`config.mk`:
```
export PLATFORM = sky130hd
export DESIGN_NAME = mem_stage_ctrl_flat
export DESIGN_NICKNAME = d
export VERILOG_FILES = /design/src/rtl/mem_stage_pkg.sv /design/src/rtl/mem_stage_ctrl_if.sv /design/src/rtl/mem_wb_reg.sv /design/src/rtl/mem_stage_ctrl.sv /design/src/flat_wrapper.sv
export SDC_FILE = /design/constraint.sdc
export NUM_CORES = 1
export LEC_CHECK = 0
export ABC_AREA = 0
export BUFFER_PORTS_ARGS = -buffer_cell sky130_fd_sc_hd__buf_4
export CORE_MARGIN = 4
export CORE_UTILIZATION = 44
export CTS_CLUSTER_SIZE = 20
export DETAILED_ROUTE_END_ITERATION = 8
export GPL_TIMING_DRIVEN = 0
export PLACE_DENSITY = 0.76
export SYNTH_ARGS = -nofsm -noshare
export SYNTH_HDL_FRONTEND = slang
export SYNTH_SLANG_ARGS = --single-unit
```
`constraint.sdc`:
```
create_clock -name clk -period 1.7 [get_ports clk]
set_input_delay 0.085 -clock clk [delete_from_list [all_inputs] [get_ports clk]]
set_output_delay 0.085 -clock clk [all_outputs]
set_load 0.005 [all_outputs]
```
`src/rtl/mem_stage_pkg.sv`:
```
// mem_stage_pkg: shared state encoding, address base and MEM/WB field layout for the memory stage.
package mem_stage_pkg;
    typedef enum logic [1:0] {
        IDLE   = 2'd0,
        ACCESS = 2'd1,
        DONE   = 2'd2
    } state_t;

    localparam logic [31:0] ADDR_BASE_DEF = 32'd1024;
    localparam int DEST_W = 4;
    localparam int DATA_W = 32;

    typedef struct packed {
        logic              wb_en;
        logic              mem_r_en;
        logic [DEST_W-1:0] dest;
        logic [DATA_W-1:0] alu_result;
        logic [DATA_W-1:0] mem_result;
    } mem_wb_t;
endpackage

```
`src/rtl/mem_stage_ctrl_if.sv`:
```
// mem_stage_ctrl_if: req/ack data-memory port between the memory stage (master) and data memory (slave).
interface mem_stage_ctrl_if #(parameter int ADDR_W = 16);
    logic              req;
    logic              we;
    logic [ADDR_W-1:0] addr;
    logic [31:0]       wdata;
    logic [31:0]       rdata;
    logic              ack;

    modport master (output req, we, addr, wdata, input rdata, ack);
    modport slave  (input req, we, addr, wdata, output rdata, ack);
endinterface

```
`src/rtl/mem_wb_reg.sv`:
```
// mem_wb_reg: MEM/WB pipeline register; loads when not held, and while held keeps its
// fields but clears wb_en so a stalled instruction is never written back twice.
module mem_wb_reg
    import mem_stage_pkg::*;
(
    input  logic    clk,
    input  logic    rst,
    input  logic    hold,
    input  mem_wb_t d,
    output mem_wb_t q
);
    always_ff @(posedge clk or negedge rst) begin
        if (!rst) q <= '0;
        else if (hold) q.wb_en <= 1'b0;
        else q <= d;
    end
endmodule

```
`src/rtl/mem_stage_ctrl.sv`:
```
// mem_stage_ctrl: ARM pipeline memory stage; runs load/store as a req/ack transaction,
// freezes upstream while it is outstanding, and feeds the MEM/WB register.
module mem_stage_ctrl
    import mem_stage_pkg::*;
#(
    parameter logic [31:0] ADDR_BASE = ADDR_BASE_DEF,
    parameter int          ADDR_W    = 16
) (
    input  logic                 clk,
    input  logic                 rst,
    input  logic                 valid_in,
    input  logic                 mem_r_en_in,
    input  logic                 mem_w_en_in,
    input  logic                 wb_en_in,
    input  logic [DEST_W-1:0]    dest_in,
    input  logic [DATA_W-1:0]    alu_out_in,
    input  logic [DATA_W-1:0]    val_rm_in,
    mem_stage_ctrl_if.master     mem,
    output logic                 freeze,
    output logic                 wb_en,
    output logic                 wb_mem_r_en,
    output logic [DEST_W-1:0]    wb_dest,
    output logic [DATA_W-1:0]    wb_alu_result,
    output logic [DATA_W-1:0]    wb_mem_result
);
    state_t            state, state_next;
    logic              start;
    logic              we_q;
    logic [ADDR_W-1:0] addr_q;
    logic [DATA_W-1:0] wdata_q, rdata_q;
    mem_wb_t           wb_d, wb_q;

    // Gating start with rst keeps freeze low while reset is held, even with a live memory op upstream.
    always_comb begin
        start      = rst && state == IDLE && valid_in && (mem_r_en_in || mem_w_en_in);
        freeze     = start || state == ACCESS;
        state_next = start ? ACCESS : state == ACCESS ? (mem.ack ? DONE : ACCESS) : IDLE;
    end

    always_ff @(posedge clk or negedge rst) begin
        if (!rst) begin
            state   <= IDLE;
            addr_q  <= '0;
            we_q    <= 1'b0;
            wdata_q <= '0;
            rdata_q <= '0;
        end else begin
            state <= state_next;
            if (start) begin
                addr_q  <= ADDR_W'((alu_out_in - ADDR_BASE) >> 2);
                we_q    <= mem_w_en_in && !mem_r_en_in;
                wdata_q <= val_rm_in;
            end
            if (state == ACCESS && mem.ack && !we_q) rdata_q <= mem.rdata;
        end
    end

    assign mem.req   = state == ACCESS;
    assign mem.we    = we_q;
    assign mem.addr  = addr_q;
    assign mem.wdata = wdata_q;

    // Captured data only reaches write-back in DONE of a read; everything else loads zero.
    always_comb begin
        wb_d            = '0;
        wb_d.wb_en      = valid_in && wb_en_in;
        wb_d.mem_r_en   = mem_r_en_in;
        wb_d.dest       = dest_in;
        wb_d.alu_result = alu_out_in;
        wb_d.mem_result = (state == DONE && !we_q) ? rdata_q : '0;
    end

    mem_wb_reg u_mem_wb_reg (
        .clk  (clk),
        .rst  (rst),
        .hold (freeze),
        .d    (wb_d),
        .q    (wb_q)
    );

    assign wb_en         = wb_q.wb_en;
    assign wb_mem_r_en   = wb_q.mem_r_en;
    assign wb_dest       = wb_q.dest;
    assign wb_alu_result = wb_q.alu_result;
    assign wb_mem_result = wb_q.mem_result;
endmodule
```
`src/flat_wrapper.sv`:
```
// flat-port wrapper written by rule: the top's interface ports become plain ports
module mem_stage_ctrl_flat import mem_stage_pkg::*;
#(
    parameter logic [31:0] ADDR_BASE = ADDR_BASE_DEF,
    parameter int          ADDR_W    = 16
)
  (clk, rst, valid_in, mem_r_en_in, mem_w_en_in, wb_en_in, dest_in, alu_out_in, val_rm_in, freeze, wb_en, wb_mem_r_en, wb_dest, wb_alu_result, wb_mem_result, mem_req, mem_we, mem_addr, mem_wdata, mem_rdata, mem_ack);
  mem_stage_ctrl_if #(.ADDR_W(ADDR_W)) mem_i ();
  input  logic clk;
  input  logic rst;
  input  logic valid_in;
  input  logic mem_r_en_in;
  input  logic mem_w_en_in;
  input  logic wb_en_in;
  input  logic [DEST_W-1:0] dest_in;
  input  logic [DATA_W-1:0] alu_out_in;
  input  logic [DATA_W-1:0] val_rm_in;
  output logic freeze;
  output logic wb_en;
  output logic wb_mem_r_en;
  output logic [DEST_W-1:0] wb_dest;
  output logic [DATA_W-1:0] wb_alu_result;
  output logic [DATA_W-1:0] wb_mem_result;
  output wire logic [$bits(mem_i.req)-1:0] mem_req;
  output wire logic [$bits(mem_i.we)-1:0] mem_we;
  output wire logic [$bits(mem_i.addr)-1:0] mem_addr;
  output wire logic [$bits(mem_i.wdata)-1:0] mem_wdata;
  input wire logic [$bits(mem_i.rdata)-1:0] mem_rdata;
  input wire logic [$bits(mem_i.ack)-1:0] mem_ack;
  assign mem_req = mem_i.req;
  assign mem_we = mem_i.we;
  assign mem_addr = mem_i.addr;
  assign mem_wdata = mem_i.wdata;
  assign mem_i.rdata = mem_rdata;
  assign mem_i.ack = mem_ack;
  mem_stage_ctrl #(.ADDR_BASE(ADDR_BASE), .ADDR_W(ADDR_W)) u_core (.clk(clk), .rst(rst), .valid_in(valid_in), .mem_r_en_in(mem_r_en_in), .mem_w_en_in(mem_w_en_in), .wb_en_in(wb_en_in), .dest_in(dest_in), .alu_out_in(alu_out_in), .val_rm_in(val_rm_in), .mem(mem_i), .freeze(freeze), .wb_en(wb_en), .wb_mem_r_en(wb_mem_r_en), .wb_dest(wb_dest), .wb_alu_result(wb_alu_result), .wb_mem_result(wb_mem_result));
endmodule
```
==> results.toml <==
[yosys]
syn_area_per_cell_um2 = 15.8
synth_warnings = 0
synthArstFlopShare = 1.00
synth_area_leader_cell = "dfrtp_1"
synth_edf_count = 0
synth_xor_area_frac = 0.00457
ys_top_cells_by_area = "dfrtp_1, mux2_2, a22o_1"
muxShareOfSynthArea = 0.215
ys_ff_latch = 153
synth_most_common_cell = "dfrtp_1"
synth_top_area_frac = 0.666
synth_common_cells = "dfrtp_1, mux2_2, a22o_1"
synth_top_family_by_area = "multiplexers"
netlist_area_um2 = 5750
yosysUniqueCellTypes = 31
synth_ff_type = "dfrtp_1"
synth_nets = 472
ys_seq_area_frac = 0.666
synth-adder-area-share = 0.00218
synth-simple-area-share = 0.0213
synth_compound_gate_area_share = 0.0720
synth_cells = 364

[critical_path]
critPathLaunchType = "input pin"
endpoint_kind = "flip-flop"
arrival_ps = 1990
r2r-end = "u_core.rdata_q[20]$_DFFE_PN0P_"
path_buf_inv = 2
r2r_cells = 5
worstReg2RegStart = "u_core.state[1]$_DFF_PN0_"
crit_type = "in2reg"
crit_chain = "dlygate4sd3_1 > buf_4 > or4_4 > or4_1 > a31oi_1"
critPathTopFamily = "simple AND/OR/NAND/NOR gates"
crit_slowest_cell = "or4_4"
cpPeakStageDelay_ps = 550
worstPathMaxFanout = 6
r2r_slack_ps = 60
critical_path_required_ps = 2040

[sta]
final_hold_viol_count = 0
finalCritPeriodShare = 0.973
worstMarginPinSlew_ps = 530
finalWorstPathRequiredPeriod_ps = 1650
tns_ps = 0
fmax_mhz = 604
final_max_slew_viol_count = 0
setup_viol = 0
slew_headroom = 0.647
worst_clock_skew_ps = 4.39

[cts]
cts_tree = "yes"
clockBufferDepth = 2
cts_buffers = 17
clkSinkCount = 153
clk_latency_ps = 410
clock-root-buffer = "clkbuf_16"
h-tree-depth = 4
path_clk_slew_ps = 60

[layout]
design_area_um2 = 9750
final_nets = 842
drive_gt1_frac = 0.546
post_layout_nonfiller_instances = 920
fin_util = 0.766
area_growth_pct = 69.5

[place]
placed_area_um2 = 7700
gp_congestion = 0.781
dp_cells = 764
place_hpwl_um = 10400
port_buffers = 227

[floorplanning]
dieArea_um2 = 15000
die_x_um = 122
core_area_um2 = 12700
start_util = 0.452
num_rows = 41
num_io_pins = 228
chipHeight_um = 122

[hold_path]
worstHoldEndpoint = "u_core.mem.addr[9]$_DFFE_PN0P_"
hold_path.class = "in2reg"
min_from = "valid_in"
hold_depth = 3

[global_route]
grt_pass1_vias = 5034
grt_first_pass_wirelength_um = 26100
grt_max_degree = 45
grt_usage = 0.230
antenna_found_initial = 0
grt_overflow = 0

[routing]
first_pass_iters = 5
drt-vias-per-instance = 5.00
vias = 4599
wl_um = 17000
drc = 0
final_antenna_net_count = 0
drtIter0Drc = 176
wire_per_inst_um = 18.5

[outcome]
outcome = "complete, no violations"

[power]
p_leak_nw = 4.60
power.total_mw = 11.5
p_per_area_nw_per_um2 = 1180
peakVddDrop_uv = 905

[flow_run]
cap_violations = 0
## what timing repair did
action,CTS,global route
cloned,2,0
pin swaps,0,1
endpoints found under the hold margin,269,0
setup endpoints to repair,150,124
setup buffers,0,9
gates resized for setup,20,9
hold buffers,112,0
## registers in the layout, indices dropped and copies added (netlist names)
signal	flops
u_core.state	2
u_core.mem.wdata	32
u_core.rdata_q	32
u_core.mem.addr	16
u_core.mem.we	1
u_core.u_mem_wb_reg.q	70
## cell usage in the layout (no fill, tap or decap), types with 2 or more instances in the layout
master,n
buf_2,5
clkbuf_8,4
clkinvlp_4,4
mux2_2,108
a21oi_1,10
clkinv_2,3
o21ai_0,3
or2_2,2
dlygate4sd3_1,108
dfrtp_1,152
clkbuf_16,17
buf_16,4
o31ai_1,2
nor2_1,3
a22o_1,32
buf_6,5
inv_1,4
buf_12,2
a31oi_1,2
bufinv_16,3
clkbuf_1,6
mux2_1,2
buf_4,237
xnor2_1,3
bufbuf_16,2
## per-stage QoR
step                setup slack (ps)  hold WS [ps]
global placement               -1830           301
finish                          45.2          39.2
detailed placement             -1340           196
global route                   -8.75          36.1
CTS                             -109          90.0
floorplan                       66.4          -211
## final cells by class
type                    count  area, µm²
clock buffers              21        480
flip-flops and latches    153       3830
plain buffers              21        143
well taps                 172        215
fillers                   757       2980
repair buffers            351       3060
diodes                      1       2.50
clock inverters            11        144
multi-input cells         186       1860
inverters                   4       15.0
## worst max path at each step
stage,startpoint,end,slack [ps],cells past startpoint
global placement,rst,u_core.u_mem_wb_reg.q[38]$_DFFE_PN0N_,-1830,5
floorplan,u_core.state[0]$_DFF_PN0_,u_core.mem.wdata[10]$_DFFE_PN0P_,70,5
finish,alu_out_in[12],u_core.mem.addr[15]$_DFFE_PN0P_,50,5
CTS,u_core.state[0]$_DFF_PN0_,freeze,-110,4
global route,u_core.state[0]$_DFF_PN0_,freeze,-9,4
detailed placement,rst,u_core.u_mem_wb_reg.q[35]$_DFFE_PN0N_,-1340,6
## logic make-up after synthesis
logic type,Yosys count
AOI/OAI and AO/OA,54
xor gates and xnor gates,3
adders and majority gates,1
buffers and inverters,25
DFF,153
muxes,110
and+or+nand+nor,18
## power breakdown
part / total (mW) / internal (mW) / switching (mW) / leakage, nW
combinational: 2.54 / 1.66 / 0.887 / 2.43
clock: 3.91 / 2.46 / 1.45 / 0.297
sequential: 5.01 / 4.50 / 0.505 / 1.87
total: 11.5 / 8.62 / 2.84 / 4.60
## worst register-to-register path, cell delays in order, from the launching register on
cell and delay [ps]:
dfrtp_2 440, and3b_1 240, nor2b_2 150, buf_4 170, buf_8 160, mux2_2 360
## metal layers
metal | track usage | part of all wire | wire (µm) | vias up
li1 | - | - | - | 2066
met1 | 0.254 | 0.37 | 6320 | 2318
met2 | 0.413 | 0.53 | 9070 | 182
met3 | 0.0668 | 0.065 | 1110 | 33
met4 | 0.0945 | 0.029 | 488 | 0
met5 | 0 | 0 | 0 | -
(Power assumes the default switching activity.)
